===== src/rtl/srt_pkg.sv =====
// Shared types and constants for the radix-2 SRT divider.
// Holds the FSM state encoding, the quotient-digit encoding and the digit-select codes.
package srt_pkg;

    typedef enum logic [2:0] {
        StIdle = 3'd0,
        StNorm = 3'd1,
        StIter = 3'd2,
        StFix  = 3'd3,
        StDone = 3'd4
    } state_e;

    typedef enum logic [1:0] {
        DigitZero = 2'b00,
        DigitPos  = 2'b01,
        DigitNeg  = 2'b11
    } digit_e;

    // Top three bits of the shifted partial remainder that retire a zero digit.
    localparam logic [2:0] SelZeroPos = 3'b000;
    localparam logic [2:0] SelZeroNeg = 3'b111;

endpackage


===== src/rtl/srt_lzc.sv =====
// Combinational leading-zero counter; o_count is WIDTH when the input is all zeros.
module srt_lzc #(
    parameter int unsigned WIDTH = 64,
    parameter int unsigned CNT_W = $clog2(WIDTH) + 1
) (
    input  logic [WIDTH-1:0] i_data,
    output logic [CNT_W-1:0] o_count,
    output logic             o_zero
);

    logic w_found;

    always_comb begin
        o_count = '0;
        w_found = 1'b0;
        for (int i = WIDTH - 1; i >= 0; i--) begin
            if (!w_found) begin
                if (i_data[i]) begin
                    w_found = 1'b1;
                end else begin
                    o_count = o_count + CNT_W'(1);
                end
            end
        end
    end

    assign o_zero = ~w_found;

endmodule


===== src/rtl/srt_divider.sv =====
// Unsigned radix-2 SRT divider: normalise, WIDTH redundant-digit iterations, then a
// single carry-propagate fix-up that converts the digits and corrects a negative remainder.
module srt_divider
    import srt_pkg::*;
#(
    parameter int unsigned WIDTH = 64,
    parameter int unsigned CNT_W = $clog2(WIDTH) + 1
) (
    input  logic             CLK,
    input  logic             RST_N,
    input  logic             START,
    input  logic [WIDTH-1:0] DVD,
    input  logic [WIDTH-1:0] DSR,
    output logic             BUSY,
    output logic             DONE,
    output logic [WIDTH-1:0] Q,
    output logic [WIDTH-1:0] R,
    output logic             DIV0
);

    localparam int unsigned PW = WIDTH + 2;

    state_e r_state;
    state_e w_state_next;

    logic [WIDTH-1:0] r_dvd;
    logic [WIDTH-1:0] r_dsr;
    logic [WIDTH-1:0] r_d;
    logic [WIDTH-1:0] r_qs;
    logic [WIDTH-1:0] r_qp;
    logic [WIDTH-1:0] r_qn;
    logic [PW-1:0]    r_pr;
    logic [CNT_W-1:0] r_z;
    logic [CNT_W-1:0] r_cnt;
    logic [WIDTH-1:0] r_q;
    logic [WIDTH-1:0] r_r;
    logic             r_div0;

    logic [CNT_W-1:0]   w_lzc_count;
    logic               w_dsr_zero;
    logic               w_accept;
    logic               w_iter_last;
    logic [2*WIDTH-1:0] w_norm;
    logic [WIDTH-1:0]   w_d_norm;
    logic [PW-1:0]      w_pr_sh;
    logic [PW-1:0]      w_pr_iter;
    logic [2:0]         w_top;
    digit_e             w_digit;
    logic [WIDTH-1:0]   w_q_raw;
    logic [WIDTH-1:0]   w_q_fix;
    logic [PW-1:0]      w_pr_fix;

    srt_lzc #(
        .WIDTH (WIDTH),
        .CNT_W (CNT_W)
    ) u_lzc (
        .i_data  (r_dsr),
        .o_count (w_lzc_count),
        .o_zero  (w_dsr_zero)
    );

    assign w_accept    = START && (r_state == StIdle || r_state == StDone);
    assign w_iter_last = (r_cnt == CNT_W'(WIDTH - 1));

    always_ff @(posedge CLK) begin
        if (!RST_N) begin
            r_state <= StIdle;
        end else begin
            r_state <= w_state_next;
        end
    end

    always_comb begin
        w_state_next = r_state;
        BUSY         = 1'b0;
        DONE         = 1'b0;
        unique case (r_state)
            StIdle: begin
                if (START) w_state_next = StNorm;
            end
            StNorm: begin
                BUSY         = 1'b1;
                w_state_next = w_dsr_zero ? StDone : StIter;
            end
            StIter: begin
                BUSY = 1'b1;
                if (w_iter_last) w_state_next = StFix;
            end
            StFix: begin
                BUSY         = 1'b1;
                w_state_next = StDone;
            end
            StDone: begin
                DONE         = 1'b1;
                w_state_next = START ? StNorm : StIdle;
            end
            default: w_state_next = StIdle;
        endcase
    end

    // Shifting {0, DVD} by z keeps dividend and divisor scaled by the same power of two.
    assign w_norm   = {{WIDTH{1'b0}}, r_dvd} << w_lzc_count;
    assign w_d_norm = r_dsr << w_lzc_count;

    always_comb begin
        w_pr_sh   = {r_pr[PW-2:0], r_qs[WIDTH-1]};
        w_top     = w_pr_sh[PW-1:PW-3];
        w_pr_iter = w_pr_sh;
        if (w_top == SelZeroPos || w_top == SelZeroNeg) begin
            w_digit = DigitZero;
        end else if (!w_top[2]) begin
            w_digit = DigitPos;
        end else begin
            w_digit = DigitNeg;
        end
        unique case (w_digit)
            DigitPos: w_pr_iter = w_pr_sh - {2'b00, r_d};
            DigitNeg: w_pr_iter = w_pr_sh + {2'b00, r_d};
            default:  w_pr_iter = w_pr_sh;
        endcase
    end

    assign w_q_raw  = r_qp - r_qn;
    assign w_q_fix  = r_pr[PW-1] ? w_q_raw - WIDTH'(1) : w_q_raw;
    assign w_pr_fix = r_pr[PW-1] ? r_pr + {2'b00, r_d} : r_pr;

    always_ff @(posedge CLK) begin
        unique case (r_state)
            StIdle, StDone: begin
                if (START) begin
                    r_dvd <= DVD;
                    r_dsr <= DSR;
                end
            end
            StNorm: begin
                r_z   <= w_lzc_count;
                r_d   <= w_d_norm;
                r_pr  <= {2'b00, w_norm[2*WIDTH-1:WIDTH]};
                r_qs  <= w_norm[WIDTH-1:0];
                r_qp  <= '0;
                r_qn  <= '0;
                r_cnt <= '0;
            end
            StIter: begin
                r_pr  <= w_pr_iter;
                r_qs  <= {r_qs[WIDTH-2:0], 1'b0};
                r_qp  <= {r_qp[WIDTH-2:0], w_digit == DigitPos};
                r_qn  <= {r_qn[WIDTH-2:0], w_digit == DigitNeg};
                r_cnt <= r_cnt + CNT_W'(1);
            end
            default: ;
        endcase
    end

    always_ff @(posedge CLK) begin
        if (!RST_N) begin
            r_q    <= '0;
            r_r    <= '0;
            r_div0 <= 1'b0;
        end else begin
            if (w_accept) r_div0 <= 1'b0;
            if (r_state == StNorm && w_dsr_zero) begin
                r_div0 <= 1'b1;
                r_q    <= '1;
                r_r    <= r_dvd;
            end
            if (r_state == StFix) begin
                r_q <= w_q_fix;
                // Remainder is a multiple of 2^z, so the shift is exact.
                r_r <= WIDTH'(w_pr_fix >> r_z);
            end
        end
    end

    assign Q    = r_q;
    assign R    = r_r;
    assign DIV0 = r_div0;

endmodule


===== config.mk =====
export PLATFORM = sky130hd
export DESIGN_NAME = srt_divider
export DESIGN_NICKNAME = d
export VERILOG_FILES = /design/src/rtl/srt_pkg.sv /design/src/rtl/srt_lzc.sv /design/src/rtl/srt_divider.sv
export SDC_FILE = /design/constraint.sdc
export NUM_CORES = 2
export LEC_CHECK = 0
export BUFFER_PORTS_ARGS = -buffer_cell sky130_fd_sc_hd__buf_2
export CORE_MARGIN = 10
export CORE_UTILIZATION = 51
export DETAILED_ROUTE_END_ITERATION = 7
export PLACE_DENSITY = 0.71
export REMOVE_ABC_BUFFERS = 1
export SYNTH_ARGS = -nofsm -noshare
export SYNTH_HDL_FRONTEND = slang
export SYNTH_SLANG_ARGS = --single-unit

===== constraint.sdc =====
create_clock -name CLK -period 35.8 [get_ports CLK]
set_clock_uncertainty 0.1 [all_clocks]
set_input_delay 3.58 -clock CLK [delete_from_list [all_inputs] [get_ports CLK]]
set_output_delay 3.58 -clock CLK [all_outputs]
set_load 0.02 [all_outputs]

==> results.py <==
metrics = {
    "global_routing": {
        "grt_pass1_wl_um": 316000,
        "overflow": 0,
        "grt_start_max_net_pins": 149,
        "grt_pass1_vias": 53188,
        "grtUsageTotal_pct": 32.7,
        "antenna_found_initial": 2,
    },
    "power": {
        "cellLeakagePower_nw": 28.7,
        "power_mw": 2.84,
        "power.switching_mw": 1.09,
        "seqPwrFrac_pct": 30.8,
        "ir_drop_mv": 0.0384,
        "switching_share_pct": 38.5,
        "p_clk_share_pct": 27.2,
        "power_frac_comb_pct": 42.0,
        "p_per_area_nw_per_um2": 40.6,
        "power.internal_mw": 1.74,
    },
    "layout": {
        "layout-drive-gt1-share_pct": 25.4,
        "area_growth_pct": 25.8,
        "diodes": 0,
        "fin_nets": 7830,
        "stdcell_count": 8899,
    },
    "clock_network": {
        "htree_levels": 3,
        "clockBufferDepth": 3,
        "clock_latency_ns": 0.67,
        "cts_tree": "built",
        "cts-root-buf": "clkbuf_16",
        "cts_made_buffers": 72,
        "cts.clk_slew.worst_paths_ns": 0.07,
        "hold_buffers": 0,
        "cts.sinks": 596,
    },
    "logic_synthesis": {
        "ys_warn_count": 0,
        "synth.avg_cell_area_sq_um": 8.23,
        "ys_seq_area_share_pct": 29.9,
        "synth-main-ff-cell": "edfxtp_1",
        "synth_edf_count": 464,
        "synth_cells": 6742,
        "synth.distinct_cells": 107,
        "ys_seq_elements": 596,
        "synthArstFlopShare_pct": 0,
        "synth.top_cell.area_share_pct": 25.1,
        "synth.area.top_cells": "edfxtp_1 25%, mux2i_1 9.6%, ha_1 5.8%",
        "netlist_area_sq_um": 55500,
        "synth_area_leader_cell": "edfxtp_1",
    },
    "floorplanning": {
        "dieArea_sq_um": 122000,
        "num_rows": 120,
        "die_y_um": 350,
        "io_pins": 262,
        "core_sq_um": 108000,
        "initial_core_util_pct": 51.6,
        "dieWidth_um": 350,
    },
    "timing": {
        "min_period_ns": 37.85,
        "hold_viol_final": 0,
        "period_share_pct": 106,
        "finalSetupViolations": 198,
        "rsz0062_at_grt": "true",
        "setup_ws_ns": -2.05,
        "tns_ns": -351.19,
        "drv_slew": 0,
        "worst_hold_slack_ns": 0.389,
        "fmax_ghz": 0.0264,
        "relSlewSlack_pct": 15.1,
        "worst_pin_slew_ns": 1.26,
    },
    "drt": {
        "via_per_inst": 6.28,
        "remaining_drc_errors": 2,
        "drtIter0Drc": 5644,
        "drtAntennaViolNets": 0,
        "wl_per_cell_um": 24.0,
        "via_count": 55850,
        "drt_first_pass_iters": 8,
        "routed_wirelength_um": 213000,
    },
    "setup_path": {
        "endpoint": "r_pr[38]$_DFFE_PP_",
        "arrival_ns": 38.17,
        "worstSetupStartpoint": "r_dsr[62]$_DFFE_PP_",
        "cpMaxStageDelayCell": "edfxtp_1",
        "ff2ff_path_depth": 228,
        "path_class": "flip-flop to flip-flop",
        "start_kind": "flip-flop",
        "timing.rr.end": "r_pr[38]$_DFFE_PP_",
        "rr_startpoint": "r_dsr[62]$_DFFE_PP_",
        "crit_fanout": 8,
        "worst_ep_required_time_ns": 36.13,
        "r2r_slack_ns": -2.05,
        "critPathCaptureType": "flip-flop",
        "critPathMaxStageDelay_ns": 0.44,
        "cp_common_cell": "ha_1",
    },
    "flow_run": {
        "cap_violations": 0,
    },
    "run_status": {
        "violations": "DRC, setup timing",
        "run_status": "finished, violations left",
    },
    "place": {
        "globalplace.congestion": 1.06,
        "dpl.hpwl_um": 159000,
        "port_buffers": 261,
        "dp_cells": 8589,
        "dpl_worst_slack_ns": -3.61,
    },
    "worst_hold_path": {
        "hold_class": "flip-flop to flip-flop",
    },
}
## cell type report
cell class,count,area (sq um)
Timing Repair Buffer,1011,7920
Clock inverter,47,608
Tap cell,1403,1760
Inverter,244,946
Fill cell,8967,37700
Multi-Input combinational cell,5515,40100
Clock buffer,83,1850
Sequential cell,596,16600
## registers in the layout, summed over array words and instances (netlist names)
name and count:
r_z 7, r_pr 66, r_qn 64, r_dvd 64, r_qs 64, r_d 64
Q 64, r_dsr 64, r_cnt 7, R 64, r_state 3, DIV0 1
r_qp 64
## layout by cell type, fill, tap and decap left out, types with 42 or more instances in the layout
cell type,Yosys,final
nand2_1,794,729
nand3_1,107,101
dfxtp_1,132,131
a211oi_1,54,50
o21ai_0,518,449
nand2_2,1,60
buf_6,13,53
mux2i_4,0,109
a31oi_1,70,56
or3_1,51,50
a21oi_1,573,485
and3_1,114,113
xnor2_1,282,279
edfxtp_1,464,464
nor2b_1,75,73
a21o_1,78,78
nor3_1,166,152
inv_1,234,220
nor2_1,718,657
buf_2,36,260
a21oi_2,2,77
mux2_2,69,48
o31ai_1,51,46
mux2i_2,0,85
mux2i_1,530,336
o21ai_1,33,52
nor2_2,2,44
buf_4,24,645
nand2b_1,56,56
xor2_1,176,174
clkbuf_16,0,76
ha_1,256,229
o21ai_2,0,45
o21a_1,43,42
## routing by layer
metal	share of wire (%)	vias up	global-route usage (%)
li1	-	25970	-
met3	8.7	693	6.16
met5	0.0056	-	0
met4	6.8	2	17.8
met1	40	26515	41.0
met2	45	2670	53.0
## how the worst min path moves through the flow
stage	startpoint	end	cells after the start
final	Q[4]$_SDFFE_PN0N_	Q[4]$_SDFFE_PN0N_	2
after CTS	Q[4]$_SDFFE_PN0N_	Q[4]$_SDFFE_PN0N_	2
after global placement	Q[2]$_SDFFE_PN0N_	Q[2]$_SDFFE_PN0N_	2
after detailed placement	Q[4]$_SDFFE_PN0N_	Q[4]$_SDFFE_PN0N_	2
after floorplan	r_state[0]$_SDFFE_PN0P_	r_state[0]$_SDFFE_PN0P_	1
after global routing	Q[1]$_SDFFE_PN0N_	Q[1]$_SDFFE_PN0N_	2
## per-stage QoR
step	utilization [%]	cell area, sq um
3_5_place_dp	57.3	61700
4_1_cts	63.0	67700
5_1_grt	64.9	69800
6_report	64.9	69800
3_3_place_gp	57.3	61700
2_1_floorplan	-	53800
## repair_timing
action / in CTS / in global routing
pin swaps: 221 / 196
endpoints found under the setup margin: 198 / 198
gates resized for setup: 562 / 363
endpoints found under the hold margin: 0 / 0
buffers inserted: 131 / 72
gates cloned: 10 / 4
## logic make-up (layout without fill, tap and decap cells)
group | after synthesis | count (layout) | synth area share (%)
simple gates | 2299 | 2299 | 18.8
compound gates | 1845 | 1845 | 20.7
buf+inv | 631 | 1385 | 4.72
mux | 610 | 610 | 11.4
flops | 596 | 596 | 29.9
xor+xnor | 493 | 493 | 8.57
fa+ha+maj | 268 | 268 | 6.04
## synth_stat cells (all sizes together), types with 14 or more instances
cell type	n
a22oi	32
o21a	43
xnor2	297
a2bb2oi	20
nand3	108
a211oi	54
inv	239
nor2	722
nor3	166
nand4	24
edfxtp	464
buf	123
o211ai	40
a21o	78
clkbuf	261
o21ai	551
nor2b	75
nor3b	17
xor2	177
nor4	44
or4	20
a22o	15
o31ai	51
o41ai	14
o21bai	34
dfxtp	132
or3	51
and3	114
mux2i	530
mux2	70
xnor3	18
nand2b	56
ha	256
o22ai	40
a21oi	575
or2	28
a21boi	23
o221ai	52
a31oi	70
nand2	795
o211a	16
and2	47
## worst max-delay path: cells and delay by family (launching register included)
family,cells,cell delay [ns]
muxes,37,7.16
AOI/OAI and AO/OA,46,5.56
buffers and inverters,40,4.54
and+or+nand+nor,50,4.66
DFF,1,0.44
adders and majority gates,54,15.00
xor gates and xnor gates,1,0.16
## power by group through the flow
stage,clock [mW],sequential (mW),combinational [mW]
after floorplan,0,0.876,0.644
after global placement,0,0.881,0.988
after detailed placement,0,0.881,0.999
after CTS,0.782,0.868,1.09
after global routing,0.806,0.875,1.27
final,0.772,0.872,1.19
Note: power is estimated with default switching activity, not from simulation.
